**src/rtl/alu_seq_ctrl.sv**
```systemverilog
// alu_seq_ctrl: loads ALU operands from a shared switch bank, captures the
// 32-bit ALU result and converts it to packed BCD with a serial double-dabble.
module alu_seq_ctrl #(
   parameter int unsigned DATA_W     = 16,
   parameter int unsigned RES_W      = 32,
   parameter int unsigned BCD_DIGITS = 10
) (
   input  logic                    clk,
   input  logic                    rst_n,
   input  logic [DATA_W-1:0]       sw_data,
   input  logic [1:0]              sw_op,
   input  logic                    btn_enter,
   input  logic                    btn_clear,
   output logic [DATA_W-1:0]       alu_a,
   output logic [DATA_W-1:0]       alu_b,
   output logic [1:0]              alu_op,
   input  logic [RES_W-1:0]        alu_result,
   output logic [4*BCD_DIGITS-1:0] bcd_out,
   output logic [2:0]              state_o,
   output logic                    busy,
   output logic                    done,
   output logic                    div_err
);

   localparam int unsigned BCD_W = 4 * BCD_DIGITS;
   localparam int unsigned SH_W  = BCD_W + RES_W;
   localparam int unsigned CNT_W = $clog2(RES_W + 1);

   typedef enum logic [2:0] {
      IDLE   = 3'd0,
      WAIT_B = 3'd1,
      EXEC   = 3'd2,
      CONV   = 3'd3,
      DONE   = 3'd4
   } state_t;

   state_t              state_q;
   logic                enter_q;
   logic [DATA_W-1:0]   alu_a_q;
   logic [DATA_W-1:0]   alu_b_q;
   logic [1:0]          alu_op_q;
   logic [RES_W-1:0]    res_q;
   logic [BCD_W-1:0]    bcd_sh_q;
   logic [BCD_W-1:0]    bcd_out_q;
   logic [CNT_W-1:0]    cnt_q;
   logic                busy_q;
   logic                done_q;
   logic                div_err_q;

   logic                press_c;
   logic                div_zero_c;
   logic                last_shift_c;
   logic [BCD_W-1:0]    bcd_adj_c;
   logic [SH_W-1:0]     shift_c;

   // Single-cycle enter pulse on the rising edge of the level button
   assign press_c = btn_enter & ~enter_q;

   // All-ones is the ALU's divide-by-zero marker; no legal quotient reaches it
   assign div_zero_c = (alu_op_q == 2'b11) && (alu_result == {RES_W{1'b1}});

   assign last_shift_c = (cnt_q == CNT_W'(RES_W - 1));

   // Double-dabble correction: add 3 to every digit that would overflow on shift
   always_comb begin
      bcd_adj_c = bcd_sh_q;
      for (int i = 0; i < int'(BCD_DIGITS); i++) begin
         if (bcd_sh_q[4*i +: 4] >= 4'd5) begin
            bcd_adj_c[4*i +: 4] = bcd_sh_q[4*i +: 4] + 4'd3;
         end
      end
   end

   assign shift_c = {bcd_adj_c, res_q} << 1;

   // Sequencer FSM with all operand, result and status registers
   always_ff @(posedge clk or negedge rst_n) begin
      if (!rst_n) begin
         state_q   <= IDLE;
         enter_q   <= 1'b0;
         alu_a_q   <= '0;
         alu_b_q   <= '0;
         alu_op_q  <= '0;
         res_q     <= '0;
         bcd_sh_q  <= '0;
         bcd_out_q <= '0;
         cnt_q     <= '0;
         busy_q    <= 1'b0;
         done_q    <= 1'b0;
         div_err_q <= 1'b0;
      end else begin
         enter_q <= btn_enter;
         if (btn_clear) begin
            state_q   <= IDLE;
            alu_a_q   <= '0;
            alu_b_q   <= '0;
            alu_op_q  <= '0;
            bcd_out_q <= '0;
            div_err_q <= 1'b0;
            cnt_q     <= '0;
            busy_q    <= 1'b0;
            done_q    <= 1'b0;
         end else begin
            case (state_q)
               IDLE: begin
                  if (press_c) begin
                     alu_a_q <= sw_data;
                     state_q <= WAIT_B;
                  end
               end
               WAIT_B: begin
                  if (press_c) begin
                     alu_b_q  <= sw_data;
                     alu_op_q <= sw_op;
                     busy_q   <= 1'b1;
                     state_q  <= EXEC;
                  end
               end
               EXEC: begin
                  res_q <= alu_result;
                  if (div_zero_c) begin
                     div_err_q <= 1'b1;
                     bcd_out_q <= '1;
                     busy_q    <= 1'b0;
                     done_q    <= 1'b1;
                     state_q   <= DONE;
                  end else begin
                     div_err_q <= 1'b0;
                     bcd_sh_q  <= '0;
                     cnt_q     <= '0;
                     state_q   <= CONV;
                  end
               end
               CONV: begin
                  {bcd_sh_q, res_q} <= shift_c;
                  cnt_q <= cnt_q + CNT_W'(1);
                  if (last_shift_c) begin
                     bcd_out_q <= shift_c[SH_W-1 -: BCD_W];
                     busy_q    <= 1'b0;
                     done_q    <= 1'b1;
                     state_q   <= DONE;
                  end
               end
               DONE: begin
                  if (press_c) begin
                     alu_a_q <= sw_data;
                     done_q  <= 1'b0;
                     state_q <= WAIT_B;
                  end
               end
               default: begin
                  busy_q  <= 1'b0;
                  done_q  <= 1'b0;
                  state_q <= IDLE;
               end
            endcase
         end
      end
   end

   assign alu_a   = alu_a_q;
   assign alu_b   = alu_b_q;
   assign alu_op  = alu_op_q;
   assign bcd_out = bcd_out_q;
   assign state_o = state_q;
   assign busy    = busy_q;
   assign done    = done_q;
   assign div_err = div_err_q;

endmodule

```
**config.mk**
```make
export PLATFORM = sky130hd
export DESIGN_NAME = alu_seq_ctrl
export DESIGN_NICKNAME = d
export VERILOG_FILES = /design/src/rtl/alu_seq_ctrl.sv
export SDC_FILE = /design/constraint.sdc
export NUM_CORES = 1
export LEC_CHECK = 0
export CAP_MARGIN = 25
export CORE_AREA = 2 2 158 98
export CTS_CLUSTER_DIAMETER = 120
export DETAILED_ROUTE_END_ITERATION = 7
export DIE_AREA = 0 0 160 100
export PLACE_DENSITY = 0.84
export SLEW_MARGIN = 20
export SYNTH_ARGS = -nofsm -noshare
export SYNTH_HDL_FRONTEND = slang
export SYNTH_SLANG_ARGS = --single-unit
```
**constraint.sdc**
```tcl
create_clock -name clk -period 2.8 [get_ports clk]
set_input_delay 0.56 -clock clk [delete_from_list [all_inputs] [get_ports clk]]
set_output_delay 0.56 -clock clk [all_outputs]
set_load 0.05 [all_outputs]
```
==> impl_results.md, run 1 <==
- Worst r2r dst: bcd_out[7]$_DFFE_PN0P_
- Async S/R FF share, synth: 100.0%
- Syn avg cell area: 9.683 um^2
- Switching pwr: 0.001631 W
- GRT Max-Usage Layer: met2
- Cell variety after synth: 42
- WS Path Type: input pin to register
- DRT Pass-1 Iters: 7
- Worst VDD drop: 0.3380 mV
- Reg2reg path depth: 8
- Drt total wl: 18.77 mm
- CP Launch Type: input pin
- Post-synthesis compound-gate area fraction: 20.71%
- Sw frac: 27.99%
- H-tree depth: 4
- Grt met2 use: 37.40%
- Via density: 5.677
- Delay of the slowest critical-path stage: 0.60 ns
- Post-synth EDFFs: 0
- Cell leakage power: 4.434 nW
- Final setup vio count: 0
- Global-route wire length before repair: 31.38 mm
- Slew Limit Fails: 0
- Final hold vios: 0
- Sequential power share: 45.6%
- Clk_lat worst skew: 0.43 ns
- Tot GR Track Use: 24.34%
- DRT antenna net count: 0
- Met3 GRT Util: 4.215%
- Width of the die: 160 um
- DR iter-0 viols: 530
- Clock power share: 40.0%
- Diode count: 0
- Initial antenna violation count: 0
- Fmax: 0.3792 GHz
- Reg2Reg Setup Slack: 0.29 ns
- Synth Area in Adders: 3.444%
- Slew @ Worst Pin: 0.6411 ns
- Logic pwr share: 14.3%
- CTS tree: yes
- CP max-delay cell: or4_4
- Die area: 16000 um^2
- Std-Cell Rows: 35
- Final Wtd Congestion: 0.8434
- Cell chosen for the clock root: clkbuf_16
- Worst-path clk slew: 0.06 ns
- Initial Util: 51.55%
- Remaining DRCs: 0
- Max transition margin: 57.16%
- RR Startpoint: cnt_q[0]$_DFFE_PN0P_
- DIE HEIGHT: 100 um
- Fin cells: 1142
- Post-synthesis register bit count: 159
- # IOs: 134
- Synth Area in XOR/XNOR: 1.148%
- Largest family of logic cells by synthesized area: compound AO/OA/AOI/OAI gates
- I/O Buffers: 133
- Max Cap Violations: 0
- Share of layout cells above drive strength 1: 9.372%
- Largest net degree at the start of global routing: 103
- Vias post-DR: 6483
- Final Cycle Share: 94.18%
- Status: completed
- Vias in the first global route: 6279
- Tmin final: 2.637 ns
- Clk_skew: 0.008675 ns
- Hold_ws: 0.06200 ns
- Utilization after layout: 67.09%
- Area grow syn2layout: 30.16%
- Final net count: 1001
- Number of instances in the placed design: 1110
- Met1 Resource Use GR: 36.06%
- Pwr dens: 586.8 nW/um^2
- Max Buffers Root-to-Sink: 2
- Gate Count Post-Synth: 788
- CP Data Arrival Time: 2.95 ns
- Dpl ws: -0.2140 ns
- Post-Synth Simple-Gate Area: 16.35%
- Mux cell area share after synthesis: 1.738%
- CP cell instances: clkdlybuf4s50_1, nand4_1, or4_4, a2111oi_1, buf_4, a211oi_4, buf_12, a22o_1
- CP Data Required Time: 3.11 ns
- DR WL/cell: 16.43 um
- Yosys Warn Count: 0
- Core Box Area: 14800 um^2
- Most used DFF post-synth: dfrtp_1
- Final WS setup: 0.1629 ns
- Sink Count: 159
- CTS Hold Buffers Added: 0
- Nature of the critical path endpoint: register
- Overflow after GRT: 0
- Register area share after synthesis: 52.15%
- CTS Buf Count: 17
- RSZ-0062 raised after global routing: false
- Syn nets: 863
- Cell Int Power: 0.004196 W
- Hpwl dp: 12.67 mm
- Worst Path Max Fanout: 24
- Post-Syn Area: 7630 um^2
- Worst hold path type: input pin to async pin
worst max-delay path by stage:
| stage | startpoint | end | slack, ns | cells after the start |
|---|---|---|---|---|
| finish | alu_result[15] | bcd_out[7]$_DFFE_PN0P_ | 0.16 | 8 |
| global route | alu_result[15] | bcd_out[7]$_DFFE_PN0P_ | 0.04 | 8 |
| CTS | alu_result[31] | bcd_out[11]$_DFFE_PN0P_ | 0.17 | 8 |
| detailed placement | alu_result[31] | bcd_out[12]$_DFFE_PN0P_ | -0.21 | 8 |
| global placement | alu_result[14] | bcd_out[23]$_DFFE_PN0P_ | -0.14 | 8 |
| floorplan | state_o[1]$_DFFE_PN0P_ | bcd_out[0]$_DFFE_PN0P_ | 0.39 | 7 |
layout make-up:
cell class,count,area [um^2]
Timing Repair Buffer,168,1678
Multi-Input combinational cell,556,3334
Clock buffer,18,439.2
Clock inverter,14,156.4
Inverter,24,90.09
Tap cell,203,254.0
Sequential cell,159,3979
Fill cell,1156,4871
metal layers:
metal  routed length, um  part of all wire [%]  up-vias
met5                   0                     0        -
met3                1236                   6.6       14
met1                8971                    48     3156
met2                8419                    45      247
met4                 138                  0.74        0
li1                    -                     -     3066
cell usage after synthesis (3+ instances only):
cell type	instances	share of area [%]
inv_1	24	1.2
a22o_1	40	4.6
nor3_1	43	2.8
buf_6	8	1.2
nor2b_1	3	0.25
xnor2_1	10	1.1
o21ai_0	35	2.3
dfrtp_1	159	52
nand4_1	8	0.66
nor3b_1	21	2.1
mux2_2	10	1.5
nor2_1	13	0.64
a21o_1	39	3.8
buf_2	5	0.33
clkbuf_1	31	1.5
nand2_1	154	7.6
nand2b_1	15	1.2
a21oi_1	71	4.7
ha_1	21	3.4
nand3_1	4	0.26
o22ai_1	31	2.5
o21ai_1	12	0.79
buf_1	5	0.25
placed cells by master, fill, tap and decap left out, types with 2 or more instances in the layout:
| master | count |
|---|---|
| a22o_1 | 40 |
| xnor2_1 | 10 |
| mux2_2 | 10 |
| or4_4 | 2 |
| nand3_1 | 4 |
| mux2i_1 | 2 |
| dfrtp_1 | 159 |
| a31oi_1 | 2 |
| clkbuf_16 | 17 |
| bufinv_16 | 2 |
| nor3b_1 | 21 |
| nor3_1 | 43 |
| inv_1 | 24 |
| buf_4 | 28 |
| or3_1 | 2 |
| nand4_1 | 8 |
| a22oi_1 | 2 |
| o21ai_1 | 12 |
| nand2_1 | 153 |
| nor2_1 | 12 |
| o21ai_0 | 35 |
| nand2b_1 | 15 |
| inv_6 | 5 |
| clkinv_4 | 2 |
| clkinvlp_4 | 4 |
| o22ai_1 | 31 |
| buf_12 | 7 |
| ha_1 | 21 |
| a21oi_1 | 71 |
| a21o_1 | 39 |
| clkdlybuf4s50_1 | 131 |
| nor2b_1 | 3 |
per-stage QoR:
step / instance area [um^2] / TNS, ns / power (W)
floorplan: 7630 / 0 / 0.003151
global placement: 9334 / -5.893 / 0.003494
detailed placement: 9334 / -10.11 / 0.003529
CTS: 9930 / 0 / 0.005860
global route: 9931 / 0 / 0.006064
finish: 9931 / 0 / 0.005827
registers in the layout (all words and copies together), names as in the netlist:
register	cells
alu_a	16
alu_b	16
alu_op	2
bcd_out	40
bcd_sh_q	40
busy	1
cnt_q	6
div_err	1
done	1
enter_q	1
res_q	32
state_o	3
power by group through the flow:
| stage | Sequential [W] | Clock [W] | Combinational (W) |
|---|---|---|---|
| after floorplan | 0.00283 | 0 | 0.000321 |
| after global placement | 0.00268 | 0 | 0.000809 |
| after detailed placement | 0.00269 | 0 | 0.000838 |
| after CTS | 0.00265 | 0.00237 | 0.000841 |
| after global routing | 0.00268 | 0.00246 | 0.000922 |
| final | 0.00266 | 0.00233 | 0.000835 |
what timing repair did:
action                                 CTS  global route
buffers inserted                         0             0
gates resized for setup                  0             1
endpoints found under the hold margin    0             0
setup endpoints to repair                0            39
worst max-delay path, delay by kind of cell:
kind | cells | cell delay, ns
AOI/OAI and AO/OA | 3 | 0.75
buffers and inverters | 3 | 0.89
and+or+nand+nor | 2 | 0.75
kinds of logic (layout without fill, tap and decap cells):
| family | count (synthesis) | after routing |
|---|---|---|
| DFF | 159 | 159 |
| muxes | 12 | 12 |
| and+or+nand+nor | 269 | 269 |
| buffers and inverters | 73 | 224 |
| adders and majority gates | 21 | 21 |
| xor gates and xnor gates | 10 | 10 |
| AOI/OAI and AO/OA | 244 | 244 |
(Power assumes the default switching activity.)
==> run 2, diff against run 1 <==
--- a/config.mk
+++ b/config.mk
@@ -10,6 +10,7 @@
 export CTS_CLUSTER_DIAMETER = 120
 export DETAILED_ROUTE_END_ITERATION = 7
 export DIE_AREA = 0 0 160 100
+export HOLD_SLACK_MARGIN = 0.15
 export PLACE_DENSITY = 0.84
 export SLEW_MARGIN = 20
 export SYNTH_ARGS = -nofsm -noshare
==> impl_results.md, run 2 (synthesized netlist as in run 1, its figures left out) <==
- Overflow after GRT: 0 (unchanged)
- Power Total: 0.005831 W (about the same)
- Remaining DRCs: 0 (unchanged)
- DRT Pass-1 Iters: 5 (-2)
- Fill cells: 1156 (unchanged)
- Dpl ws: -0.2140 ns (unchanged)
- Std-Cell Rows: 35 (unchanged)
- Drt total wl: 18.71 mm (-0.30%)
- Final WS setup: 0.1633 ns (+0.0003470 ns)
- Initial antenna violation count: 0 (unchanged)
- Status: completed
- DR iter-0 viols: 498 (-6.0%)
- Global-route wire length before repair: 31.38 mm (unchanged)
- H-tree depth: 4 (unchanged)
- Final net count: 1002 (+0.10%)
- Largest net degree at the start of global routing: 103 (unchanged)
- DR WL/cell: 16.37 um (-0.39%)
- Tmin final: 2.637 ns (-0.0003470 ns)
- Utilization after layout: 67.16% (+0.068 points)
- CP Launch Type: input pin
- Clk_lat worst skew: 0.43 ns (about the same)
- Vias in the first global route: 6279 (unchanged)
- DIE HEIGHT: 100 um (unchanged)
- Area of the multi-input gates: 3334 um^2 (unchanged)
- # IOs: 134 (unchanged)
- Worst hold path type: register to register
- Final setup vio count: 0 (unchanged)
- Area grow syn2layout: 30.29%
- Share of layout cells above drive strength 1: 9.362% (-0.010 points)
- CP max-delay cell: or4_4
- Worst Path Buf+Inv: 3 (unchanged)
- DRT antenna net count: 0 (unchanged)
- Worst-path clk slew: 0.06 ns (about the same)
- Final Wtd Congestion: 0.8434 (unchanged)
- Reg2Reg Setup Slack: 0.29 ns (about the same)
- Sink Count: 159 (unchanged)
- CP Data Arrival Time: 2.95 ns (about the same)
- Nature of the critical path endpoint: register
- Cell chosen for the clock root: clkbuf_16
- Core Box Area: 14800 um^2 (unchanged)
- WS Path Type: input pin to register
- Die area: 16000 um^2 (unchanged)
- Final Cycle Share: 94.17% (about the same)
- I/O Buffers: 133 (unchanged)
- Max Buffers Root-to-Sink: 2 (unchanged)
- Via density: 5.661 (-0.29%)
- Most common cell after layout, fill and taps aside: dfrtp_1
- CP Data Required Time: 3.11 ns (about the same)
- Worst VDD drop: 0.3398 mV (+0.53%)
- Logic pwr share: 14.3% (about the same)
- Worst Path Max Fanout: 24 (unchanged)
- Pwr dens: 586.6 nW/um^2 (about the same)
- CTS tree: yes
- Reg area: 3979 um^2 (unchanged)
- Cell leakage power: 4.439 nW (about the same)
- Max Cap Violations: 0 (unchanged)
- CTS Buf Count: 17 (unchanged)
- Commonest non-fill, non-tap cells in the layout: 159 x dfrtp_1, 153 x nand2_1, 131 x clkdlybuf4s50_1
- Fmax: 0.3793 GHz (about the same)
- Delay of the slowest critical-path stage: 0.60 ns (about the same)
- Clock power share: 40.1% (about the same)
- Sequential power share: 45.6% (about the same)
- CP delay by family, top: buffers and inverters
- Max transition margin: 56.56% (-0.60 points)
- Vias post-DR: 6470 (-0.20%)
- Final hold vios: 0 (unchanged)
- Width of the die: 160 um (unchanged)
- CP cell instances: clkdlybuf4s50_1, nand4_1, or4_4, a2111oi_1, buf_4, a211oi_4, buf_12, a22o_1
- Slew Limit Fails: 0 (unchanged)
- Switching pwr: 0.001634 W (+0.21%)
- RSZ-0062 raised after global routing: false
- Cell Int Power: 0.004197 W (about the same)
- Initial Util: 51.55% (unchanged)
- Diode count: 0 (unchanged)
- Tot GR Track Use: 24.34% (unchanged)
- Hpwl dp: 12.67 mm (unchanged)
- Sw frac: 28.03% (+0.038 points)
- Slew @ Worst Pin: 0.6501 ns (+0.009009 ns)
- Clk_skew: 0.008726 ns (+0.00005135 ns)
## run 2: timing repair
action                                  4_1_cts  5_1_grt
setup buffers                                 0        0
hold buffers                                  1        0
endpoints found under the setup margin        0       39
endpoints found under the hold margin        47        0
gates resized for setup                       0        1
## run 2: final timing paths
| path | startpoint | cells past startpoint | end |
|---|---|---|---|
| worst max-delay path | alu_result[15] | 8 | bcd_out[7]$_DFFE_PN0P_ |
| worst min-delay path | bcd_sh_q[37]$_DFFE_PN0P_ | 1 | bcd_sh_q[37]$_DFFE_PN0P_ |
| worst max register to register | cnt_q[0]$_DFFE_PN0P_ | 8 | bcd_out[7]$_DFFE_PN0P_ |
| worst min register to register | bcd_sh_q[37]$_DFFE_PN0P_ | 1 | bcd_sh_q[37]$_DFFE_PN0P_ |
| max in group asynchronous | rst_n | 3 | bcd_sh_q[0]$_DFFE_PN0P_ |
| min in group asynchronous | rst_n | 2 | bcd_out[34]$_DFFE_PN0P_ |
## run 2: worst register-to-register path, stage by stage (launching register included)
cell and delay (ns):
dfrtp_1 0.40, ha_1 0.20, nand3_1 0.16, or3_1 0.45, a2111oi_1 0.49, buf_4 0.20
a211oi_4 0.05, buf_12 0.20, a22o_1 0.24
## run 2: through the flow
step           instance area, um^2  hold slack [ns]  std cells  TNS [ns]
2_1_floorplan                 7630           0.2644        788         0
3_3_place_gp                  9334           0.4559       1110    -5.893
3_5_place_dp                  9334           0.4666       1110    -10.11
4_1_cts                       9940           0.4809       1143         0
5_1_grt                       9941           0.5103       1143         0
6_report                      9941           0.4828       1143         0
## run 2: layout make-up
class | instances | area share, %
clock inverter | 14 | 1.573
multi-input combinational | 556 | 33.54
timing repair buffer | 169 | 16.98
tap | 203 | 2.555
clock buffer | 18 | 4.418
sequential | 159 | 40.03
inverter | 24 | 0.9062
## run 2: power groups by stage
stage | Sequential [W] | Combinational, W | Clock (W)
after global routing | 0.00268 | 0.000923 | 0.00246
after floorplan | 0.00283 | 0.000321 | 0
after detailed placement | 0.00269 | 0.000838 | 0
after global placement | 0.00268 | 0.000809 | 0
after CTS | 0.00265 | 0.000842 | 0.00237
final | 0.00266 | 0.000836 | 0.00234
## run 2: routing by layer
layer,GRT usage [%],wire (um),up-vias
met3,4.174,1153,20
li1,-,-,3069
met5,0,0,-
met4,6.791,178,0
met1,36.09,9085,3145
met2,37.40,8291,236
